$ cat src/rtl/crack_pkg.sv
// crack_pkg: shared width default, dispatch state type and lowest-set-bit helper
package crack_pkg;
   localparam int KEY_W_DEFAULT = 24;
   typedef enum logic [2:0] {IDLE, LAUNCH, SYNC, RUN, ABORT, DONE} state_e;
   function automatic int lowest_set(input logic [15:0] v);
      lowest_set = 0;
      for (int i = 15; i >= 0; i--) if (v[i]) lowest_set = i;
   endfunction
endpackage

$ cat src/rtl/crack_prio_enc.sv
// crack_prio_enc: lowest-index-wins priority encoder, one-hot and binary results
module crack_prio_enc import crack_pkg::*; #(
   parameter int N = 2,
   parameter int IDX_W = 1
) (
   input  logic [N-1:0]     req_i,
   output logic             any_o,
   output logic [N-1:0]     onehot_o,
   output logic [IDX_W-1:0] idx_o
);
   assign any_o = |req_i;
   assign onehot_o = req_i & (~req_i + N'(1));
   assign idx_o = IDX_W'(lowest_set(16'(req_i)));
endmodule

$ cat src/rtl/crack_dispatch.sv
// crack_dispatch: interleaved multi-core key search dispatcher; CRACK_DISPATCH_CYCLE_COUNT_EN adds a cycles counter
module crack_dispatch import crack_pkg::*; #(
   parameter int N_CORES = 2,
   parameter int KEY_W = KEY_W_DEFAULT,
   parameter int IDX_W = (N_CORES > 1) ? $clog2(N_CORES) : 1
) (
   input  logic                     clk,
   input  logic                     rst,
   input  logic                     en,
   output logic                     rdy,
   output logic [KEY_W-1:0]         key,
   output logic                     key_valid,
   output logic [IDX_W-1:0]         winner,
   output logic [N_CORES-1:0]       core_en,
   input  logic [N_CORES-1:0]       core_rdy,
   input  logic [N_CORES*KEY_W-1:0] core_key,
   input  logic [N_CORES-1:0]       core_key_valid,
   output logic [N_CORES*KEY_W-1:0] core_base,
   output logic [KEY_W-1:0]         core_stride,
   output logic                     core_abort
`ifdef CRACK_DISPATCH_CYCLE_COUNT_EN
   ,
   output logic [31:0]              cycles
`endif
);
   state_e state_q, state_d;
   logic [N_CORES-1:0] done_q, done_d, hit_oh;
   logic [KEY_W-1:0] key_q, key_d, hit_key;
   logic key_valid_q, key_valid_d, any_hit, all_done, rst_abort_q, start;
   logic [IDX_W-1:0] winner_q, winner_d, hit_idx;
   for (genvar g = 0; g < N_CORES; g++) begin : g_base
      assign core_base[g*KEY_W +: KEY_W] = KEY_W'(g);
   end
   assign core_stride = KEY_W'(N_CORES);
   crack_prio_enc #(.N(N_CORES), .IDX_W(IDX_W)) u_prio (
      .req_i    (core_rdy & core_key_valid),
      .any_o    (any_hit),
      .onehot_o (hit_oh),
      .idx_o    (hit_idx)
   );
   always_comb begin
      hit_key = '0;
      for (int i = 0; i < N_CORES; i++) hit_key |= hit_oh[i] ? core_key[i*KEY_W +: KEY_W] : '0;
   end
   assign all_done = &(done_q | core_rdy);
   assign start = rdy && en;
   always_ff @(posedge clk) state_q <= rst ? IDLE : state_d;
   always_comb begin
      state_d = state_q;
      case (state_q)
         IDLE, DONE: state_d = en ? LAUNCH : IDLE;
         LAUNCH:     state_d = SYNC;
         SYNC:       state_d = (core_rdy == '0) ? RUN : SYNC;
         RUN:        state_d = any_hit ? ABORT : all_done ? DONE : RUN;
         ABORT:      state_d = DONE;
         default:    state_d = IDLE;
      endcase
   end
   always_comb begin
      rdy = (state_q == IDLE) || (state_q == DONE);
      core_en = {N_CORES{state_q == LAUNCH}};
      core_abort = rst_abort_q || (state_q == ABORT);
   end
   always_comb begin
      done_d = start ? '0 : (state_q == RUN) ? (done_q | core_rdy) : done_q;
      key_d = key_q;
      key_valid_d = key_valid_q;
      winner_d = winner_q;
      if (state_q == RUN && any_hit) begin
         key_d = hit_key;
         key_valid_d = 1'b1;
         winner_d = hit_idx;
      end else if (state_q == RUN && all_done) begin
         key_d = '0;
         key_valid_d = 1'b0;
         winner_d = '0;
      end
   end
   always_ff @(posedge clk) begin
      if (rst) begin
         done_q <= '0;
         key_q <= '0;
         key_valid_q <= 1'b0;
         winner_q <= '0;
         rst_abort_q <= 1'b1;
      end else begin
         done_q <= done_d;
         key_q <= key_d;
         key_valid_q <= key_valid_d;
         winner_q <= winner_d;
         rst_abort_q <= 1'b0;
      end
   end
   assign key = key_q;
   assign key_valid = key_valid_q;
   assign winner = winner_q;
`ifdef CRACK_DISPATCH_CYCLE_COUNT_EN
   logic [31:0] cycles_q, cycles_d;
   always_comb cycles_d = start ? '0 : ((state_q == SYNC || state_q == RUN) && cycles_q != '1) ? cycles_q + 32'd1 : cycles_q;
   always_ff @(posedge clk) cycles_q <= rst ? '0 : cycles_d;
   assign cycles = cycles_q;
`endif
endmodule

$ cat config.mk
export PLATFORM = sky130hd
export DESIGN_NAME = crack_dispatch
export DESIGN_NICKNAME = d
export VERILOG_FILES = /design/src/rtl/crack_pkg.sv /design/src/rtl/crack_prio_enc.sv /design/src/rtl/crack_dispatch.sv
export SDC_FILE = /design/constraint.sdc
export NUM_CORES = 1
export LEC_CHECK = 0
export CAP_MARGIN = 20
export CORE_ASPECT_RATIO = 1.5
export CORE_MARGIN = 2
export CORE_UTILIZATION = 37
export DETAILED_ROUTE_END_ITERATION = 6
export PLACE_DENSITY = 0.87
export SYNTH_ARGS = -nofsm -noshare
export SYNTH_HDL_FRONTEND = slang
export SYNTH_SLANG_ARGS = --single-unit
$ cat constraint.sdc
create_clock -name clk -period 3 [get_ports clk]
set_input_delay 0.45 -clock clk [delete_from_list [all_inputs] [get_ports clk]]
set_output_delay 0.45 -clock clk [all_outputs]
set_load 0.01 [all_outputs]
**Word-level counts from Yosys, hierarchy flattened**

Cells that the tools add are included.

- Input bits: 55
- Register bits: 32
- Logic and storage cells: 44

- $add $sub $neg: 1
- Bitwise operators: 5
- Eq/ne operators: 5
- Reduce and logical (&&, ||, !) cells: 12
- Mux-type cells: 15

Operators by type and width:

| cell | number |
|---|---|
| 24-bit 2-to-1 mux | 4 |
| 24-bit OR | 1 |
| 3-bit case mux with 5 select lines | 1 |
| 1-bit 2-to-1 mux | 8 |
| 3-bit by 2-bit == test with 1-bit output, second input constant | 2 |
| 3-bit == test, second input constant | 2 |
| 3-bit 2-to-1 mux | 2 |
| 2-bit OR reduction | 3 |
| 2-bit AND | 2 |
| 3-bit by 1-bit == test with 1-bit output, second input constant | 1 |
| 1-bit logical AND | 3 |
| 3-bit logical NOT | 1 |
| 2-bit by 1-bit adder with 2-bit output, second input constant | 1 |
| 2-bit logical NOT | 1 |
| 1-bit logical OR | 2 |
| 2-bit NOT | 1 |
| 2-bit OR | 1 |
| 2-bit AND reduction | 1 |
| 2-bit nonzero test | 1 |

**Depth between registers and ports, before layout**

Gate-level depths: netlist of the first run.

- Word-level depth: 7
- Mapped depth: 6

**By module**

From an unflattened synthesis of the first run, not the netlist that was laid out.

- Cell total of the unflattened synthesis: 209
- Area, all modules: 1971.9 µm²

Modules (own cells, without submodules):

| module | cells each | instances | area each (µm²) |
|---|---|---|---|
| crack_dispatch | 205 | 1 | 1944.4 |
| crack_prio_enc | 4 | 1 | 27.5 |

**Least setup slack after synthesis of the first run**

OpenSTA, ideal clock, no wires.

- Path kind: input to register
- From: input port core_key_valid[0]
- To: register key_q[0], in the netlist key[0]
- Slack: 1.488 ns
- Cell stages on the path: 5
- Data required time: 2.930 ns
- Data arrival time: 1.442 ns
- Path through: buf_4 a211o_1 a31oi_4 buf_6 o2bb2ai_1

- Longest elaborated chain between the ends: 7

RTL lines:

| element | line | source |
|---|---|---|
| start: declaration | crack_dispatch.sv:17 | `input logic [N_CORES-1:0] core_key_valid,` |
| 2-bit AND * | crack_dispatch.sv:36 | `.req_i (core_rdy & core_key_valid),` |
| 2-bit NOT | crack_prio_enc.sv:12 | `assign onehot_o = req_i & (~req_i + N'(1));` |
| 2-bit by 1-bit adder with 2-bit output | crack_prio_enc.sv:12 |  |
| 2-bit AND | crack_prio_enc.sv:12 |  |
| 24-bit 2-to-1 mux | crack_dispatch.sv:43 | `for (int i = 0; i < N_CORES; i++) hit_key \|= hit_oh[i] ? core_key[i*KEY_W +: KEY_W] : '0;` |
| 24-bit OR | crack_dispatch.sv:43 |  |
| 24-bit 2-to-1 mux | crack_dispatch.sv:69 | `if (state_q == RUN && any_hit) begin` |
| end signal: assignment | crack_dispatch.sv:88 | `key_q <= key_d;` |
| end: declaration | crack_dispatch.sv:28 | `logic [KEY_W-1:0] key_q, key_d, hit_key;` |

Every way passes the cells marked *; elsewhere a longest branch is shown, timed or not.
A chain may end at the register's enable or synchronous reset.

**Worst setup path in the final report of the first run**

- From: input port core_key_valid[0]
- To: register key_q[7], in the netlist key[7]

The elaborated chain is that of the path after synthesis.

==> summary.txt, run 1 <==
Status
  – Outcome: finished clean

Critical path
  – Terminus of the critical flop-to-flop path: key[7]$_SDFFE_PP0P_
  – Critical register-to-register path startpoint: state_q[2]$_SDFF_PP0_
  – Worst setup path start: core_key_valid[0]
  – Critical path startpoint category: primary input
  – R2r setup slk: 1280 ps
  – Data arrival, critical path: approximately 2400 ps
  – Max FO, Critical Path: 25
  – Nature of the critical path endpoint: flop
  – Depth of the worst register-to-register path: 3
  – Critical Setup Path Class: in2reg
  – Required time at the worst-slack endpoint: around 3100 ps
  – Critical Path Sink: key[7]$_SDFFE_PP0P_

Clock tree
  – CTS clock-pin slew for the worst setup and hold paths: roughly 70 ps
  – Max Buffers Root-to-Sink: 2
  – Root Buffer: sky130_fd_sc_hd__clkbuf_8
  – Clock sink count: 32
  – Post-CTS setup buffers: 0
  – Clock Latency Late Sink: 280 ps
  – CTS H-Tree Depth: 2
  – CTS hold repair buffers: 0
  – CTS tree: done
  – Post_cts resized: 0
  – Number of buffers created by CTS: 5

Final layout
  – Antenna Cells: 0
  – Final instance area: 2710 um2
  – Area Growth Syn to Fin: 31.1%
  – Share of layout cells above drive strength 1: 0.0455
  – Post-route non-filler standard cell count: 378
  – Final cell utilization of the core: 0.498
  – Number of nets in the final layout: 362

Pwr
  – Max IR drop VDD: 288 uV
  – Pwr Density: approximately 370 nW/um2
  – Leakage power: around 1.1 nW

Synthesis
  – Number of flops mapped to enable cells by yosys: 0
  – Flip-flop and latch count after synthesis: 32
  – Instance count of the mapped netlist: ~230
  – Avg Cell Area, Syn: 8.85 um2
  – Primary flip-flop cell chosen by synthesis mapping: sky130_fd_sc_hd__dfxtp_1
  – Distinct cell type count of the synthesized netlist: 31
  – Sequential-to-total area share from yosys stat: 0.309
  – Synth Warn #: 0
  – Async S/R FF share, synth: 0
  – Mapped cell area: 2070 um2

Drt
  – DRC violations left: 0
  – Via density per instance: 4.74
  – Final routed wirelength across all metal layers: 5240 um
  – Antenna Nets Post-Route: 0
  – Routed WL per cell: 13.9 um
  – DR iter-0 viols: 78
  – Number of iterations in the first detailed-routing pass: 4
  – Count of vias placed by the detailed router: ~1800

Timing
  – Setup Viol. Count Final: 0
  – Achievable Freq: around 450 MHz
  – Tightest slew margin relative to the limit: 0.398
  – Actual slew at the worst max-slew pin: ~900 ps
  – Final worst clock skew: 7.82 ps
  – Final worst path period need: ~2200 ps
  – Max-slew violations: 0
  – Share of the clock period used by the worst path after layout: 0.737
  – Final hold viol count: 0
  – Final total negative setup slack: 0 ps
  – Unrepaired setup endpoints after global routing: false

Global routing
  – Vias in the first global route: ~1600
  – Maximum number of pins on one net before global-route repair: 27
  – Wire length of the first global-routing pass: 7790 um
  – Initial antenna violation count: 0
  – Total global-route track usage: 0.161
  – Total gr overflow: 0

Min path
  – Class of the worst hold path: reg2reg

Floorplan
  – Initial core utilization: 0.380
  – # IOs: 157
  – Std-Cell Core Area: 5450 um2
  – Overall die height: 95.6 um
  – Total number of placement rows: 33
  – Full die area: 6220 um2
  – Horizontal die dimension: 65.1 um

Place
  – Hpwl dp: roughly 3900 um
  – Weighted congestion reported at the end of routability-driven placement: 0.801
  – Port bufs: 84
  – Dpl cells: 370
  – Cell area after placement: around 2600 um2

Run
  – Count of max-cap constraint violations: 0
==> Yosys cell counts, types with 3 or more instances <==
cell                        count  area (um2)
sky130_fd_sc_hd__a21oi_1        5        25.0
sky130_fd_sc_hd__a31oi_1       26         163
sky130_fd_sc_hd__and3_1        24         150
sky130_fd_sc_hd__buf_2          7        35.0
sky130_fd_sc_hd__buf_4         76         571
sky130_fd_sc_hd__buf_6          3        33.8
sky130_fd_sc_hd__clkbuf_1       4        15.0
sky130_fd_sc_hd__dfxtp_1       32         641
sky130_fd_sc_hd__nand3_1        3        15.0
sky130_fd_sc_hd__o2bb2ai_1     25         219
sky130_fd_sc_hd__or3_1          3        18.8
==> power by group <==
group	leakage [nW]	switching, W	internal, W
sequential	0.259	0.0000110	0.000434
combinational	0.834	0.000124	0.000119
clock	0.0479	0.000160	0.000161
total	1.14	0.000295	0.000715
==> how the worst min path moves through the flow <==
| stage | start | to | slack (ps) | cells past startpoint |
|---|---|---|---|---|
| 6_report | key[1]$_SDFFE_PP0P_ | key[1]$_SDFFE_PP0P_ | 470 | 1 |
| 5_1_grt | winner$_SDFFE_PP0P_ | winner$_SDFFE_PP0P_ | 490 | 1 |
| 4_1_cts | key[1]$_SDFFE_PP0P_ | key[1]$_SDFFE_PP0P_ | 470 | 1 |
| 3_5_place_dp | key[13]$_SDFFE_PP0P_ | key[13]$_SDFFE_PP0P_ | 450 | 1 |
| 3_3_place_gp | key[7]$_SDFFE_PP0P_ | key[7]$_SDFFE_PP0P_ | 440 | 1 |
| 2_1_floorplan | rst | rst_abort_q$_DFF_P_ | 480 | 0 |
==> cell usage in the layout, fill, tap and decap left out, types with 2 or more instances in the layout <==
master / count
sky130_fd_sc_hd__nand3_1: 3
sky130_fd_sc_hd__conb_1: 72
sky130_fd_sc_hd__nor2_1: 2
sky130_fd_sc_hd__dfxtp_1: 32
sky130_fd_sc_hd__o31ai_1: 2
sky130_fd_sc_hd__clkinv_2: 2
sky130_fd_sc_hd__nand2_1: 2
sky130_fd_sc_hd__a211o_1: 2
sky130_fd_sc_hd__clkbuf_8: 5
sky130_fd_sc_hd__nor2b_1: 2
sky130_fd_sc_hd__clkdlybuf4s50_1: 84
sky130_fd_sc_hd__and3_1: 24
sky130_fd_sc_hd__o2bb2ai_1: 25
sky130_fd_sc_hd__a31oi_1: 26
sky130_fd_sc_hd__buf_4: 3
sky130_fd_sc_hd__or3_1: 3
sky130_fd_sc_hd__a21oi_1: 5
==> per-stage QoR <==
stage / hold slack (ps) / power (W) / worst slack, ps
after CTS: 470 / 0.00102 / 828
final: 466 / 0.00101 / 788
after global routing: 488 / 0.00106 / 620
after floorplan: 478 / 0.000657 / 1490
after detailed placement: 448 / 0.000695 / 544
after global placement: 445 / 0.000690 / 630
==> logic make-up (layout without fill, tap and decap cells) <==
group | Yosys count | count (layout) | share of synthesized area
compound gates | 65 | 65 | 0.238
xor+xnor | 1 | 1 | 0.00423
buf+inv | 92 | 96 | 0.320
flops | 32 | 32 | 0.309
other cells | 2 | 72 | 0.00363
simple gates | 42 | 42 | 0.125
==> state kept, by name (all words and copies together), names as in the netlist <==
| signal | cells |
|---|---|
| winner | 1 |
| key_valid | 1 |
| key | 24 |
| done_q | 2 |
| state_q | 3 |
| rst_abort_q | 1 |
==> final cells by class <==
cell class	instances	area (um2)
Multi-Input combinational cell	180	1030
Timing Repair Buffer	87	863
Fill cell	546	2740
Clock buffer	5	68.8
Inverter	1	3.75
Sequential cell	32	641
Tap cell	70	87.6
Clock inverter	3	18.8
==> critical path: stages <==
cell and delay (ps):
sky130_fd_sc_hd__clkdlybuf4s50_1 730, sky130_fd_sc_hd__nand2_1 640, sky130_fd_sc_hd__a31oi_1 410, sky130_fd_sc_hd__o2bb2ai_1 110
==> metal layers <==
layer | track usage | part of all wire | wire length (um) | vias to the layer above
met3 | 0.0378 | 0.089 | 468 | 6
li1 | - | - | - | 845
met5 | 0 | 0 | 0 | -
met2 | 0.293 | 0.53 | 2800 | 118
met1 | 0.185 | 0.36 | 1890 | 824
met4 | 0.0503 | 0.015 | 80 | 0
(Power assumes the default switching activity.)
==> inputs of run 2 (changes only) <==
Settings changed: CORE_UTILIZATION 37 to 34, PLACE_DENSITY 0.87 to 0.81.
Clock period 3 ns to 2.2 ns, I/O delays scaled along.
==> run 2 against run 1 <==
  * Setup slack worse by 520 ps
  * Combinational power is 41% higher
  * Cell count is 2.1% higher
  * Die area is 8.4% higher
  * Register-to-register slack worse by 520 ps
  * Count of clock-buffer cells in the layout is 2 higher
  * Global-route usage is 0.26 points lower
  * Critical endpoint is now rdy
  * Wire length is 4.4% higher
  * Total power is 41% higher
  * Non-clock buffer count is 6 higher
==> summary.txt, run 2 (synthesis gave the netlist of run 1 again) <==
Final layout
  – Layout fillers: 574 (+5.1%)
  – Max reg flops: 24 (unchanged)
  – Antenna Cells: 0 (unchanged)
  – Area Growth Syn to Fin: 34.3%
  – Number of nets in the final layout: 368 (+1.7%)
  – Commonest non-fill, non-tap cell in the layout: sky130_fd_sc_hd__clkdlybuf4s50_1
  – Final instance area: 2780 um2 (+2.4%)
  – Share of layout cells above drive strength 1: 0.0605 (+0.0151)
  – Most frequent cells in the layout: sky130_fd_sc_hd__clkdlybuf4s50_1 (84), sky130_fd_sc_hd__conb_1 (72), sky130_fd_sc_hd__dfxtp_1 (32)

Clock tree
  – Root Buffer: sky130_fd_sc_hd__clkbuf_8
  – Clock Latency Late Sink: 280 ps (about the same)
  – CTS clock-pin slew for the worst setup and hold paths: 70 ps (about the same)
  – CTS tree: done
  – Clock sink count: 32 (unchanged)
  – Post_cts resized: 0 (unchanged)
  – CTS H-Tree Depth: 2 (unchanged)
  – Max Buffers Root-to-Sink: 2 (unchanged)
  – Number of buffers created by CTS: 5 (unchanged)
  – CTS hold repair buffers: 0 (unchanged)
  – Post-CTS setup buffers: 0 (unchanged)

Global routing
  – Wire length of the first global-routing pass: 8060 um (+3.5%)
  – Maximum number of pins on one net before global-route repair: 26 (-3.7%)
  – Total gr overflow: 0 (unchanged)
  – Vias in the first global route: 1681 (+5.6%)
  – Initial antenna violation count: 0 (unchanged)
  – Total global-route track usage: 0.159 (-0.00261)

Pwr
  – Sum of internal, switching and leakage power: 0.00142 W (+41%)
  – Leakage power: 1.17 nW (+2.4%)
  – Max IR drop VDD: 268 uV (-6.9%)
  – Pwr Density: 511 nW/um2 (+37%)

Critical path
  – Depth of the worst register-to-register path: 4 (+1)
  – Terminus of the critical flop-to-flop path: key[21]$_SDFFE_PP0P_
  – Max FO, Critical Path: 9 (-64%)
  – Required time at the worst-slack endpoint: 1870 ps (-1270 ps)
  – Nature of the critical path endpoint: output port
  – Data arrival, critical path: 1610 ps (-740 ps)
  – Critical Setup Path Class: reg2out
  – R2r setup slk: 760 ps (-520 ps)
  – Critical path startpoint category: flop
  – Critical register-to-register path startpoint: state_q[2]$_SDFF_PP0_

Min path
  – Destination of the worst hold path: key[0]$_SDFFE_PP0P_
  – Class of the worst hold path: reg2reg
  – Cell depth of the worst min-delay path: 1 (unchanged)
  – Start point of the worst min-delay path: key[0]$_SDFFE_PP0P_

Floorplan
  – # IOs: 157 (unchanged)
  – Total number of placement rows: 34 (+3.0%)
  – Std-Cell Core Area: 5830 um2 (+6.9%)
  – Initial core utilization: 0.355 (-0.0246)
  – Full die area: 6740 um2 (+8.4%)
  – Horizontal die dimension: 67.7 um (+4.1%)
  – Overall die height: 99.6 um (+4.1%)

Drt
  – Antenna Nets Post-Route: 0 (unchanged)
  – Count of vias placed by the detailed router: 1815 (+1.2%)
  – Final routed wirelength across all metal layers: 5470 um (+4.4%)
  – Via density per instance: 4.70 (-0.87%)
  – DRC violations left: 0 (unchanged)
  – Number of iterations in the first detailed-routing pass: 4 (unchanged)
  – Routed WL per cell: 14.2 um (+2.3%)
  – DR iter-0 viols: 28 (-64%)

Timing
  – Final total negative setup slack: 0 ps (unchanged)
  – Unrepaired setup endpoints after global routing: false
  – Final hold viol count: 0 (unchanged)
  – Final worst path period need: 1940 ps
  – Max-slew violations: 0 (unchanged)
  – Setup Viol. Count Final: 0 (unchanged)
  – Final worst clock skew: 8.23 ps (+0.406 ps)
  – Share of the clock period used by the worst path after layout: 0.880
  – Hold slack final: 462 ps (-4.26 ps)
  – Achievable Freq: 516 MHz

Place
  – Weighted congestion reported at the end of routability-driven placement: 0.827 (+3.2%)
  – Cell area after placement: 2690 um2 (+2.3%)
  – Hpwl dp: 4080 um (+5.6%)
  – Port bufs: 84 (unchanged)

Run
  – Count of max-cap constraint violations: 0 (unchanged)

Status
  – Outcome: finished clean
[run 2: final cells by class]
cell class	instances	area (um2)	area share
Multi-Input combinational cell	180	1030	0.371
Timing Repair Buffer	93	921	0.331
Sequential cell	32	641	0.230
Tap cell	72	90.1	0.0324
Clock buffer	7	86.3	0.0311
Clock inverter	1	7.51	0.00270
Inverter	1	3.75	0.00135
[run 2: worst max-delay path, stage by stage, from the launching register on]
cell,delay [ps]
sky130_fd_sc_hd__dfxtp_1,480
sky130_fd_sc_hd__xnor2_1,180
sky130_fd_sc_hd__and2_1,140
sky130_fd_sc_hd__clkdlybuf4s50_1,530
[run 2: per-stage QoR]
stage | cells | utilization | setup WS (ps)
2_1_floorplan | 304 | - | 808
3_3_place_gp | 378 | 0.461 | 277
3_5_place_dp | 378 | 0.461 | 220
4_1_cts | 386 | 0.477 | 255
5_1_grt | 386 | 0.477 | 150
6_report | 386 | 0.477 | 264
[run 2: report_power, final]
group | switching (W) | internal [W] | leakage [nW] | total [W]
clock | 0.000217 | 0.000254 | 0.0445 | 0.000471
sequential | 0.0000145 | 0.000592 | 0.259 | 0.000607
combinational | 0.000171 | 0.000170 | 0.865 | 0.000342
total | 0.000402 | 0.00102 | 1.17 | 0.00142
[run 2: worst max path at each step]
stage | endpoint | cells after the start | startpoint
floorplan | key[0]$_SDFFE_PP0P_ | 5 | core_key_valid[0]
global placement | winner$_SDFFE_PP0P_ | 5 | core_rdy[1]
detailed placement | key[7]$_SDFFE_PP0P_ | 5 | core_rdy[0]
CTS | rdy | 3 | state_q[2]$_SDFF_PP0_
global route | rdy | 3 | state_q[2]$_SDFF_PP0_
finish | rdy | 3 | state_q[2]$_SDFF_PP0_
[run 2: routing by layer]
layer	routed length [um]	GRT usage
met3	430	0.0328
met2	2930	0.289
met4	64	0.0549
met1	2050	0.175
met5	0	0
